`src/rtl/mem_copy_engine.sv`:
```
// Word-serial memory-to-memory copy engine sharing one address port for reads and writes.
// Each word takes a READ cycle (latch into Hold) followed by a WRITE cycle.
module mem_copy_engine #(
  parameter int W = 8,
  parameter int A = 8
) (
  input  logic         Clk,
  input  logic         Reset,
  input  logic         Start,
  input  logic [A-1:0] SrcAddr,
  input  logic [A-1:0] DstAddr,
  input  logic [A-1:0] Len,
  output logic [A-1:0] MemAddr,
  output logic         MemWriteEn,
  output logic [W-1:0] MemDataOut,
  input  logic [W-1:0] MemDataIn,
  output logic         Busy,
  output logic         Done
);

  typedef enum logic [1:0] {IDLE, READ, WRITE, DONE} state_t;

  state_t       state_q, state_d;
  logic [A-1:0] cnt_q, cnt_d;
  logic [A-1:0] src_q, src_d;
  logic [A-1:0] dst_q, dst_d;
  logic [A-1:0] len_q, len_d;
  logic [W-1:0] hold_q, hold_d;

  always_ff @(posedge Clk or posedge Reset) begin
    if (Reset) begin
      state_q <= IDLE;
      cnt_q   <= '0;
      src_q   <= '0;
      dst_q   <= '0;
      len_q   <= '0;
      hold_q  <= '0;
    end else begin
      state_q <= state_d;
      cnt_q   <= cnt_d;
      src_q   <= src_d;
      dst_q   <= dst_d;
      len_q   <= len_d;
      hold_q  <= hold_d;
    end
  end

  // Parameters are only captured in IDLE, so Start while busy cannot disturb them.
  always_comb begin
    state_d = state_q;
    cnt_d   = cnt_q;
    src_d   = src_q;
    dst_d   = dst_q;
    len_d   = len_q;
    hold_d  = hold_q;
    case (state_q)
      IDLE: begin
        if (Start) begin
          src_d   = SrcAddr;
          dst_d   = DstAddr;
          len_d   = Len;
          cnt_d   = '0;
          state_d = (Len != '0) ? READ : DONE;
        end
      end
      READ: begin
        hold_d  = MemDataIn;
        state_d = WRITE;
      end
      WRITE: begin
        if (cnt_q == len_q - A'(1)) begin
          state_d = DONE;
        end else begin
          cnt_d   = cnt_q + A'(1);
          state_d = READ;
        end
      end
      DONE:    state_d = IDLE;
      default: state_d = IDLE;
    endcase
  end

  // Outputs depend only on registered state; address sums wrap modulo 2**A.
  always_comb begin
    MemAddr    = '0;
    MemWriteEn = 1'b0;
    MemDataOut = hold_q;
    Busy       = (state_q != IDLE);
    Done       = (state_q == DONE);
    case (state_q)
      READ:  MemAddr = src_q + cnt_q;
      WRITE: begin
        MemAddr    = dst_q + cnt_q;
        MemWriteEn = 1'b1;
      end
      default: MemAddr = '0;
    endcase
  end

endmodule

```
`config.mk`:
```
export PLATFORM = sky130hd
export DESIGN_NAME = mem_copy_engine
export DESIGN_NICKNAME = d
export VERILOG_FILES = /design/src/rtl/mem_copy_engine.sv
export SDC_FILE = /design/constraint.sdc
export NUM_CORES = 1
export LEC_CHECK = 0
export CORE_MARGIN = 1
export CORE_UTILIZATION = 30
export DETAILED_ROUTE_END_ITERATION = 16
export HOLD_SLACK_MARGIN = 0.02
export SLEW_MARGIN = 20
export SYNTH_ARGS = -nofsm -noshare
export SYNTH_HDL_FRONTEND = slang
export SYNTH_SLANG_ARGS = --single-unit
```
`constraint.sdc`:
```
create_clock -name Clk -period 4.4 [get_ports Clk]
set_clock_uncertainty 0.15 [all_clocks]
set_input_delay 0.66 -clock Clk [delete_from_list [all_inputs] [get_ports Clk]]
set_output_delay 0.66 -clock Clk [all_outputs]
set_load 0.01 [all_outputs]
```
==> results.py <==
metrics = {
    "run_status": {
        "status": "complete, no violations",
    },
    "timing": {
        "setup_violations": 0,
        "fmax_mhz": 242.7,
        "worstMarginPinSlew_ps": 808.3,
        "hold_violations": 0,
        "report.final.slew_viol_count": 0,
        "slew_headroom_pct": 46.00,
        "fin_ws_ps": 279.1,
        "finalCritPeriodShare_pct": 93.66,
        "fin_crit_ps": 4121,
        "tns_ps": 0,
        "rsz0062_at_grt": "false",
    },
    "cts": {
        "cts.sink_count": 42,
        "max-clock-path-buffers": 2,
        "clk_pin_slew_ps": 70,
        "ctsResizeCount": 0,
        "cts_buffers": 5,
        "clk_latency_ps": 290,
        "cts_setup_buffers": 0,
        "cts_root_buf": "clkbuf_8",
        "postCtsHoldBufs": 0,
        "htree_levels": 2,
        "cts_tree": "built",
    },
    "worst_hold_path": {
        "min_path_type": "reg2reg",
    },
    "worst_setup_path": {
        "worstPathCellList": "inv_1 -> ha_4 -> mux2_2 -> ha_1 -> a21o_1 -> a21oi_1 -> o211ai_1 -> a31oi_1 -> xnor2_1 -> and2_1 -> clkdlybuf4s50_1",
        "worst_path_max_delay_cell": "clkdlybuf4s50_1",
        "critical-path-top-delay-family": "compound AO/OA/AOI/OAI gates",
        "r2r_start": "state_q[0]$_DFFE_PP0P_",
        "worstPathRequired_ps": 3590,
        "crit_buf_inv": 2,
        "r2r-end": "cnt_q[5]$_DFFE_PP0P_",
        "crit_start": "state_q[0]$_DFFE_PP0P_",
        "arrival_ps": 3310,
        "end_kind": "output pin",
        "ff2ff_setup_slack_ps": 1790,
        "crit_end": "MemAddr[7]",
        "slowest_delay_ps": 530,
        "start_kind": "flop",
        "reg2reg_depth": 8,
        "critical_path_class": "reg2out",
        "critical_path_depth": 11,
        "cp_max_fo": 8,
    },
    "placed_design": {
        "finalWeightedCongestion": 0.8302,
        "dp.final_hpwl_mm": 4.240,
        "numPortBuffers": 53,
        "place_inst": 384,
        "dp_worst_setup_slack_ps": 347.8,
    },
    "cells_and_area": {
        "layoutNonFillerInstCount": 391,
        "area_growth_pct": 30.61,
        "drive_gt1_share_pct": 17.65,
        "layout_commonest_cell": "clkdlybuf4s50_1",
        "finalNetCount": 339,
        "n_antenna_cell": 0,
        "layout_common_cells": "clkdlybuf4s50_1 (53), dfrtp_1 (42), mux2_2 (39)",
    },
    "logic_synthesis": {
        "ys_async_sr_fraction_pct": 100.0,
        "synthTopCellsByArea": "dfrtp_1 (42%), mux2_2 (18%), ha_1 (7.0%)",
        "ys_types": 43,
        "synth-edff-count": 0,
        "syn_nets": 285,
        "avgSynthCellArea_sq_um": 10.63,
        "yosys_warnings": 0,
        "syn_area_sq_um": 2497,
        "synth_top_area_share_pct": 42.08,
        "synth_cells": 235,
        "synth_top_area_cell": "dfrtp_1",
        "ys.flop_type": "dfrtp_1",
        "seq_area_frac_synth_pct": 42.08,
        "synth_seq_cells": 42,
    },
    "power_and_ir_drop": {
        "swShare_pct": 35.43,
        "internal_power_mw": 1.348,
        "power_frac_comb_pct": 51.9,
        "p_leak_nw": 1.336,
        "seqPwrFrac_pct": 33.0,
        "p_per_area_nw_per_um2": 639.8,
        "clock_power_share_pct": 15.0,
        "vdd_ir_drop_max_mv": 0.3448,
        "p_switching_mw": 0.7393,
    },
    "global_route": {
        "overflow": 0,
        "grt_pass1_vias": 2010,
        "grt_usage_pct": 13.59,
        "grt_max_degree": 29,
        "grt_first_pass_wirelength_mm": 9.425,
        "antenna_found_initial": 0,
    },
    "die": {
        "dieArea_sq_um": 8694,
        "fp.dieH_microns": 93.24,
        "io_pins": 54,
        "initial_core_util_pct": 31.66,
        "die_w_microns": 93.24,
        "num_rows": 32,
        "core_area_sq_um": 7888,
    },
    "drt": {
        "routed_via_density": 4.951,
        "via_count": 1936,
        "firstDrtPassIters": 4,
        "drtIter0Drc": 92,
        "wl_per_cell_microns": 13.98,
        "post-route-drc-count": 0,
        "wl_mm": 5.468,
        "drtAntennaViolNets": 0,
    },
    "job": {
        "cap_violations": 0,
    },
}
-- how the worst min path moves through the flow --
stage | from | to | slack, ps | cells after the start
2_1_floorplan | dst_q[0]$_DFFE_PP0P_ | dst_q[0]$_DFFE_PP0P_ | 320 | 1
3_3_place_gp | dst_q[6]$_DFFE_PP0P_ | dst_q[6]$_DFFE_PP0P_ | 330 | 1
3_5_place_dp | dst_q[2]$_DFFE_PP0P_ | dst_q[2]$_DFFE_PP0P_ | 340 | 1
4_1_cts | dst_q[2]$_DFFE_PP0P_ | dst_q[2]$_DFFE_PP0P_ | 360 | 1
5_1_grt | dst_q[2]$_DFFE_PP0P_ | dst_q[2]$_DFFE_PP0P_ | 370 | 1
6_report | dst_q[0]$_DFFE_PP0P_ | dst_q[0]$_DFFE_PP0P_ | 360 | 1
-- metal layers --
| metal | global-route usage, % | vias up | wire (microns) | share of wire, % |
|---|---|---|---|---|
| li1 | - | 949 | - | - |
| met1 | 17.31 | 936 | 2502 | 46 |
| met2 | 22.86 | 41 | 2661 | 49 |
| met3 | 2.764 | 10 | 219 | 4.0 |
| met4 | 4.615 | 0 | 85 | 1.6 |
| met5 | 0 | - | 0 | 0 |
-- power groups by stage --
stage               Sequential [mW]  Combinational, mW  Clock, mW
finish                        0.690               1.08      0.313
CTS                           0.690               1.09      0.324
global placement              0.693               1.07          0
floorplan                     0.670              0.688          0
detailed placement            0.696               1.09          0
global route                  0.715               1.20      0.338
-- worst register-to-register path: cells and delay by family, from the launching register on --
family,cells,cell delay (ps)
simple gates,2,620
compound gates,2,600
buf+inv,3,500
flops,1,410
fa+ha+maj,1,220
-- cell families (layout without fill, tap and decap cells) --
| logic type | Yosys count | after routing | synth area share [%] |
|---|---|---|---|
| and+or+nand+nor | 62 | 62 | 13.68 |
| buffers and inverters | 24 | 78 | 3.908 |
| DFF | 42 | 42 | 42.08 |
| AOI/OAI and AO/OA | 39 | 39 | 9.970 |
| adders and majority gates | 15 | 15 | 7.816 |
| muxes | 40 | 40 | 17.99 |
| xor gates and xnor gates | 13 | 13 | 4.559 |
-- synthesized netlist by cell type (2+ instances only) --
cell type / count
a21oi_1: 3
o211ai_1: 6
xnor2_1: 11
xor2_1: 2
clkbuf_1: 7
nand4_1: 3
nand2_1: 11
inv_1: 15
nand3b_1: 2
and2_1: 3
mux2_2: 39
or4_1: 2
nor2b_1: 3
a21boi_0: 3
and3_1: 3
nand2b_1: 2
nor3_1: 7
dfrtp_1: 42
a31oi_1: 3
nor2_1: 10
nor4bb_1: 2
o21ai_0: 15
a21o_1: 2
nand3_1: 5
nor4_1: 3
ha_1: 14
-- registers in the layout, summed over array words and instances, names as in the netlist --
signal      cells
state_q         2
dst_q           8
cnt_q           8
src_q           8
len_q           8
MemDataOut      8
-- through the flow --
| step | area [sq um] | hold slack (ps) | utilization [%] | total power, mW |
|---|---|---|---|---|
| 2_1_floorplan | 2497 | 323.7 | - | 1.359 |
| 3_3_place_gp | 3137 | 334.1 | 39.77 | 1.767 |
| 3_5_place_dp | 3137 | 337.8 | 39.77 | 1.784 |
| 4_1_cts | 3249 | 357.1 | 41.20 | 2.107 |
| 5_1_grt | 3262 | 372.6 | 41.35 | 2.249 |
| 6_report | 3262 | 356.1 | 41.35 | 2.087 |
-- final cells by class --
type / count / area [sq um]
Clock buffer: 6 / 82.58
Clock inverter: 1 / 30.03
Fill cell: 767 / 4626
Inverter: 15 / 56.30
Multi-Input combinational cell: 169 / 1361
Sequential cell: 42 / 1051
Tap cell: 102 / 127.6
Timing Repair Buffer: 56 / 553.0
Power figures use the tool's default switching activity.
